File: config.mk
export PLATFORM = sky130hd
export DESIGN_NAME = vga_pixel_encoder
export DESIGN_NICKNAME = d
export VERILOG_FILES = /design/src/rtl/vga_pixel_encoder.sv
export SDC_FILE = /design/constraint.sdc
export NUM_CORES = 1
export LEC_CHECK = 0
export CORE_MARGIN = 2
export CORE_UTILIZATION = 45
export CTS_CLUSTER_SIZE = 24
export DETAILED_ROUTE_END_ITERATION = 7
export PLACE_DENSITY = 0.69
export SLEW_MARGIN = 30
export SYNTH_ARGS = -nofsm -noshare
export SYNTH_HDL_FRONTEND = slang
export SYNTH_SLANG_ARGS = --single-unit
File: constraint.sdc
create_clock -name clk -period 4.4 [get_ports clk]
set_input_delay 0.88 -clock clk [delete_from_list [all_inputs] [get_ports clk]]
set_output_delay 0.88 -clock clk [all_outputs]
set_load 0.03 [all_outputs]
File: src/rtl/vga_pixel_encoder.sv
// RGB444 -> RGB111 streaming encoder with raster address generation and a
// single-entry output register feeding the frame-buffer write port.
module vga_pixel_encoder #(
  parameter int H_ACTIVE = 160,
  parameter int V_ACTIVE = 120,
  parameter int ADDR_W   = 15,
  parameter int THRESH   = 8
) (
  input  logic              clk,
  input  logic              rst,
  input  logic              in_valid,
  output logic              in_ready,
  input  logic [11:0]       in_pixel,
  input  logic              in_sof,
  output logic              wr_en,
  input  logic              wr_ready,
  output logic [ADDR_W-1:0] wr_addr,
  output logic [2:0]        wr_data,
  output logic              frame_done,
  output logic              sync_err
);

  localparam int                NPIX      = H_ACTIVE * V_ACTIVE;
  localparam logic [ADDR_W-1:0] LAST_ADDR = ADDR_W'(NPIX - 1);
  // Five bits so that a threshold of 16 (never set) still compares correctly.
  localparam logic [4:0]        THR       = 5'(THRESH);

  typedef enum logic {IDLE = 1'b0, ACTIVE = 1'b1} state_t;

  state_t            state, state_nxt;
  logic [ADDR_W-1:0] pix_cnt, pix_cnt_nxt;
  logic [ADDR_W-1:0] load_addr;
  logic              accept, load, err, wr_done;

  function automatic logic [2:0] quantize(input logic [11:0] px);
    return {({1'b0, px[11:8]} >= THR),
            ({1'b0, px[7:4]}  >= THR),
            ({1'b0, px[3:0]}  >= THR)};
  endfunction

  assign in_ready = !wr_en || wr_ready;
  assign accept   = in_valid && in_ready;
  assign wr_done  = wr_en && wr_ready;

  always_ff @(posedge clk) begin
    if (rst) begin
      state   <= IDLE;
      pix_cnt <= '0;
    end else begin
      state   <= state_nxt;
      pix_cnt <= pix_cnt_nxt;
    end
  end

  always_comb begin
    state_nxt = state;
    if (accept) begin
      if (in_sof) begin
        state_nxt = (LAST_ADDR == '0) ? IDLE : ACTIVE;
      end else if (state == ACTIVE && pix_cnt == LAST_ADDR) begin
        state_nxt = IDLE;
      end
    end
  end

  // Pixels outside a frame are dropped; an sof always restarts at address 0.
  always_comb begin
    load        = accept && (in_sof || state == ACTIVE);
    err         = accept && in_sof && state == ACTIVE;
    load_addr   = in_sof ? '0 : pix_cnt;
    pix_cnt_nxt = pix_cnt;
    if (load) begin
      pix_cnt_nxt = (load_addr == LAST_ADDR) ? '0 : load_addr + ADDR_W'(1);
    end
  end

  // Output register stage
  always_ff @(posedge clk) begin
    if (rst) begin
      wr_en      <= 1'b0;
      wr_addr    <= '0;
      wr_data    <= '0;
      frame_done <= 1'b0;
      sync_err   <= 1'b0;
    end else begin
      if (load) begin
        wr_en   <= 1'b1;
        wr_addr <= load_addr;
        wr_data <= quantize(in_pixel);
      end else if (wr_done) begin
        wr_en <= 1'b0;
      end
      frame_done <= wr_done && (wr_addr == LAST_ADDR);
      sync_err   <= err;
    end
  end

endmodule

Word-level counts from Yosys, hierarchy flattened:

Index checks and enable logic that the tools add are counted.

* add/subtract/negate cells: 1
* $lt $le $gt $ge: 3
* equal/unequal tests: 3
* multiplexer cells: 6
* reductions and logical operators: 13

Operators by type and width (count)
* equality test 15 bit (second input constant): 3
* two-way mux 15 bit: 2
* adder 15 x 1 -> 15 bit (second input constant): 1
* >= comparator 4 bit (second input constant): 3
* logical AND 1 bit: 7
* two-way mux 1 bit: 4
* nonzero test 2 bit: 2
* logical OR 1 bit: 2
* AND reduction 2 bit: 1
* logical NOT 1 bit: 1

* flip-flop bits (word level): 37
* bits of input ports: 17
* output and inout bits: 22
* logic and storage cells: 33

Depth between registers and ports, before layout:

* depth after elaboration: 5
* mapped depth: 9
* mapped depth without buffers: 7

Worst setup path before layout:

Ideal clock, no wire load.

* kind: input port to flip-flop
* start: input in_sof
* end: register pix_cnt[3]
* library setup time: 0.074 ns
* arrival time: 2.663 ns
* required time: 4.326 ns
* slack: 1.662 ns
* cell stages on the path: 9
* path buffers: 2
* path through: buf_2 -> clkbuf_1 -> nor2b_1 -> ha_1 -> nand4b_1 -> nor4_4 -> or3_1 -> or3_1 -> a31oi_1

* cells in the longest elaborated chain, start to end: 3
* elaborated cells on any way between the ends: 6
* classes of those cells: add/sub: 1; eq/ne: 1; mux: 2; reduce/logical: 2

RTL lines
* from (decl): RTL line 14 `input logic in_sof,`
* two-way mux 15 bit *: RTL line 70 `load_addr = in_sof ? '0 : pix_cnt;`
* named net load_addr[1]: RTL line 32 `logic [ADDR_W-1:0] load_addr;`
* adder 15 x 1 -> 15 bit / equality test 15 bit (equally long branches): RTL line 73 `pix_cnt_nxt = (load_addr == LAST_ADDR) ? '0 : load_addr + ADDR_W'(1);`
* two-way mux 15 bit *: RTL line 73
* to (signal assigned): RTL line 51 `pix_cnt <= pix_cnt_nxt;`
* to (decl): RTL line 31 `logic [ADDR_W-1:0] pix_cnt, pix_cnt_nxt;`

Mark *: on every way through the listed nets, which the timed path passes. The rest lies on a longest branch.
A chain may end at the register's enable or synchronous reset.

Final worst setup path:

* start: input wr_ready
* end: output in_ready

* cells in the longest elaborated chain, start to end: 1

RTL lines
* from (decl): RTL line 16 `input logic wr_ready,`
* logical OR 1 bit: RTL line 41 `assign in_ready = !wr_en || wr_ready;`
* to (decl): RTL line 12 `output logic in_ready,`

No other way between the ends.

==> summary.txt <==
Power and ir drop
  • LEAKAGE: 0.710 nW
  • Power Density: 292 nW/µm²
  • Max IR drop VDD: 0.165 mV

Global route
  • First-pass GRT wire length: 7190 µm
  • Antenna violations before repair: 0
  • GR Util met2: 28.8%
  • Met3 GRT Util: 4.00%
  • Largest net degree at the start of global routing: 28
  • GR Util All Layers: 20.8%
  • Vias in the first global route: 1452
  • Busiest grt layer: met1
  • GR Overflow Total: 0
  • Global-route track usage on met1: 30.8%

Clock network
  • Clock Path Buffers: 2
  • CTS HTree Levels: 2
  • Post-CTS Setup Inserts: 0
  • Number of clock sinks: 37
  • Clock transition at path regs: 0.07 ns
  • Clock latency on the worst-skew pair: 0.29 ns
  • Resize count post-CTS: 0
  • Num CTS Buffers: 5
  • Clock Tree Root: clkbuf_8
  • Post-CTS Hold Buffers: 0
  • CTS tree: built

Critical path
  • Cell chain of the critical path: clkdlybuf4s50_1 -> nand2b_1 -> clkdlybuf4s50_1
  • CP dominant cell by count: clkdlybuf4s50_1
  • Crit-path max cell delay: 0.72 ns
  • Crit start category: input port
  • Reg2Reg Depth: 7
  • Crit path kind: in2out
  • Worst R2R Setup Slack: 2.29 ns
  • Arr. time, crit path: 2.33 ns
  • Crit Path Max Fanout: 7
  • Slowest cell on crit path: clkdlybuf4s50_1
  • Worst R2R End: pix_cnt[10]
  • Crit. End Element: output port
  • Required time worst endpoint: 3.52 ns
  • FF-to-FF Start: pix_cnt[0]

Yosys
  • Synth Area in Compound Gates: 23.8%
  • Post-synth EDFFs: 0
  • Register bit total from synthesis: 37
  • Post-synth top flop: dfxtp_1
  • Post-synthesis sequential area ratio: 40.4%
  • Post-Synthesis Cells: 226
  • Mux cell area share after synthesis: 0%
  • Top cells by area, synth: dfxtp_1 (40%), nand2_1 (5.5%), a22oi_1 (5.3%)
  • Post-synthesis adder-cell area fraction: 0.683%
  • Dominant cell type by area after synthesis: dfxtp_1
  • Top cell type's share of synthesized area: 40.4%
  • Post-Synth XOR/XNOR Area: 0%
  • Top-count cell post-synth: dfxtp_1
  • Top post-synthesis cells by count: dfxtp_1 (37), nand2_1 (27), nor2_1 (26)
  • Syn_nets: 244
  • Synth Area in Simple Gates: 30.3%
  • Syn Area/Cell: 8.11 µm²
  • Mapped Area: 1830 µm²
  • Yosys warns: 0
  • Async set or reset register ratio after synthesis: 0%
  • Largest family of logic cells by synthesized area: simple AND/OR/NAND/NOR gates
  • Post-synth cell types: 47

Timing
  • Slew HR: 61.4%
  • Final setup fails: 0
  • Setup repair after global routing missed its margin: no
  • Endpoints failing hold: 0
  • Final min period: 3.21 ns
  • Setup total negative slack: 0 ns
  • Crit share post-route: 72.9%
  • Slew Limit Fails: 0
  • Worst Tran Pin Value: 0.577 ns
  • Max Clock Freq: 0.312 GHz
  • Clock skew: 0.00348 ns

Outcome
  • Outcome: finished clean

Job
  • Max-cap violations: 0

Place
  • IO Port Bufs: 29
  • DP HPWL: 3030 µm
  • GP Congestion: 0.818

Floorplanning
  • Die H: 67.8 µm
  • Core area: 3970 µm²
  • # rows: 23
  • IO Count: 39
  • Die width: 67.8 µm
  • Initial Util: 46.1%
  • Total Die Area: 4600 µm²

Detailed routing
  • Vias: 1705
  • WL final: 4420 µm
  • Vias per inst: 5.72
  • ANT nets after route: 0
  • Post-DR wirelength/cell: 14.8 µm
  • First drt pass iteration count: 4
  • DRC Markers: 0
  • Initial DRC count: 198

Final layout
  • Final-stage net count: 266
  • Register Area: 741 µm²
  • Multi-input combinational cell area: 1000 µm²
  • Post-layout util: 56.0%
  • Ant diodes: 0
  • Share of cells above drive strength 1: 6.45%
  • Area Overhead vs Synth: 21.4%
  • # fillers: 369

Min path
  • Hold Crit Class: reg2reg
  • HP Start: wr_data[0]
  • Hold Path Sink: wr_data[0]
  • Hold Path Stages: 2
## kinds of logic after synthesis
| logic type | after synthesis |
|---|---|
| simple gates | 104 |
| compound gates | 62 |
| buf+inv | 22 |
| flops | 37 |
| fa+ha+maj | 1 |
## worst max-delay path by stage
stage,end,slack [ns],from,depth (start not counted)
after floorplan,pix_cnt[3],1.66,in_sof,9
after global placement,in_ready,1.19,wr_ready,3
after detailed placement,pix_cnt[10],1.20,in_sof,8
after CTS,in_ready,1.20,wr_ready,3
after global routing,in_ready,1.14,wr_ready,3
final,in_ready,1.19,wr_ready,3
## power breakdown
part           switching (mW)  internal, mW
registers             0.00503         0.339
logic                  0.0396        0.0213
clock network           0.120         0.124
total                   0.165         0.485
## per-stage QoR
step	area (µm²)	hold WS (ns)	cells	power, mW	setup WS (ns)
3_3_place_gp	2140	0.445	291	0.413	1.19
3_5_place_dp	2140	0.455	291	0.413	1.20
2_1_floorplan	1830	0.487	226	0.391	1.66
6_report	2220	0.459	298	0.650	1.19
4_1_cts	2220	0.465	298	0.654	1.20
5_1_grt	2220	0.482	298	0.670	1.14
## metal layers
| metal | part of all wire [%] | vias up |
|---|---|---|
| met3 | 4.4 | 7 |
| met2 | 44 | 34 |
| met5 | 0 | - |
| li1 | - | 883 |
| met4 | 1.6 | 0 |
| met1 | 50 | 781 |
## worst max-delay path, delay by kind of cell
kind / cells / cell delay, ns
buf+inv: 2 / 1.20
simple gates: 1 / 0.25
## final cells by class
type | instances | area share, %
repair buffers | 32 | 14.1
multi-input cells | 167 | 45.1
clock buffers | 7 | 3.88
well taps | 50 | 2.81
inverters | 5 | 0.844
flip-flops and latches | 37 | 33.3
## state kept, by name (all words and copies together), names as in the netlist
| register | cells |
|---|---|
| pix_cnt | 15 |
| wr_addr | 15 |
| wr_data | 3 |
| frame_done | 1 |
| state | 1 |
| sync_err | 1 |
| wr_en | 1 |
## cell usage in the layout (no fill, tap or decap), drive strengths merged, types with 2 or more instances in the layout
master          n
nand3b          2
o2bb2ai         7
nand2          27
nor3            3
nor2           26
a21oi          11
or3             8
a32oi           2
nand4b          3
a22o            5
nor2b           3
buf             3
o211ai          2
a31oi           6
clkbuf          7
a22oi          13
clkdlybuf4s50  29
nand3          14
nor4            3
o21ai           7
inv             4
dfxtp          37
and3            3
nand4           5
Power figures use the tool's default switching activity.
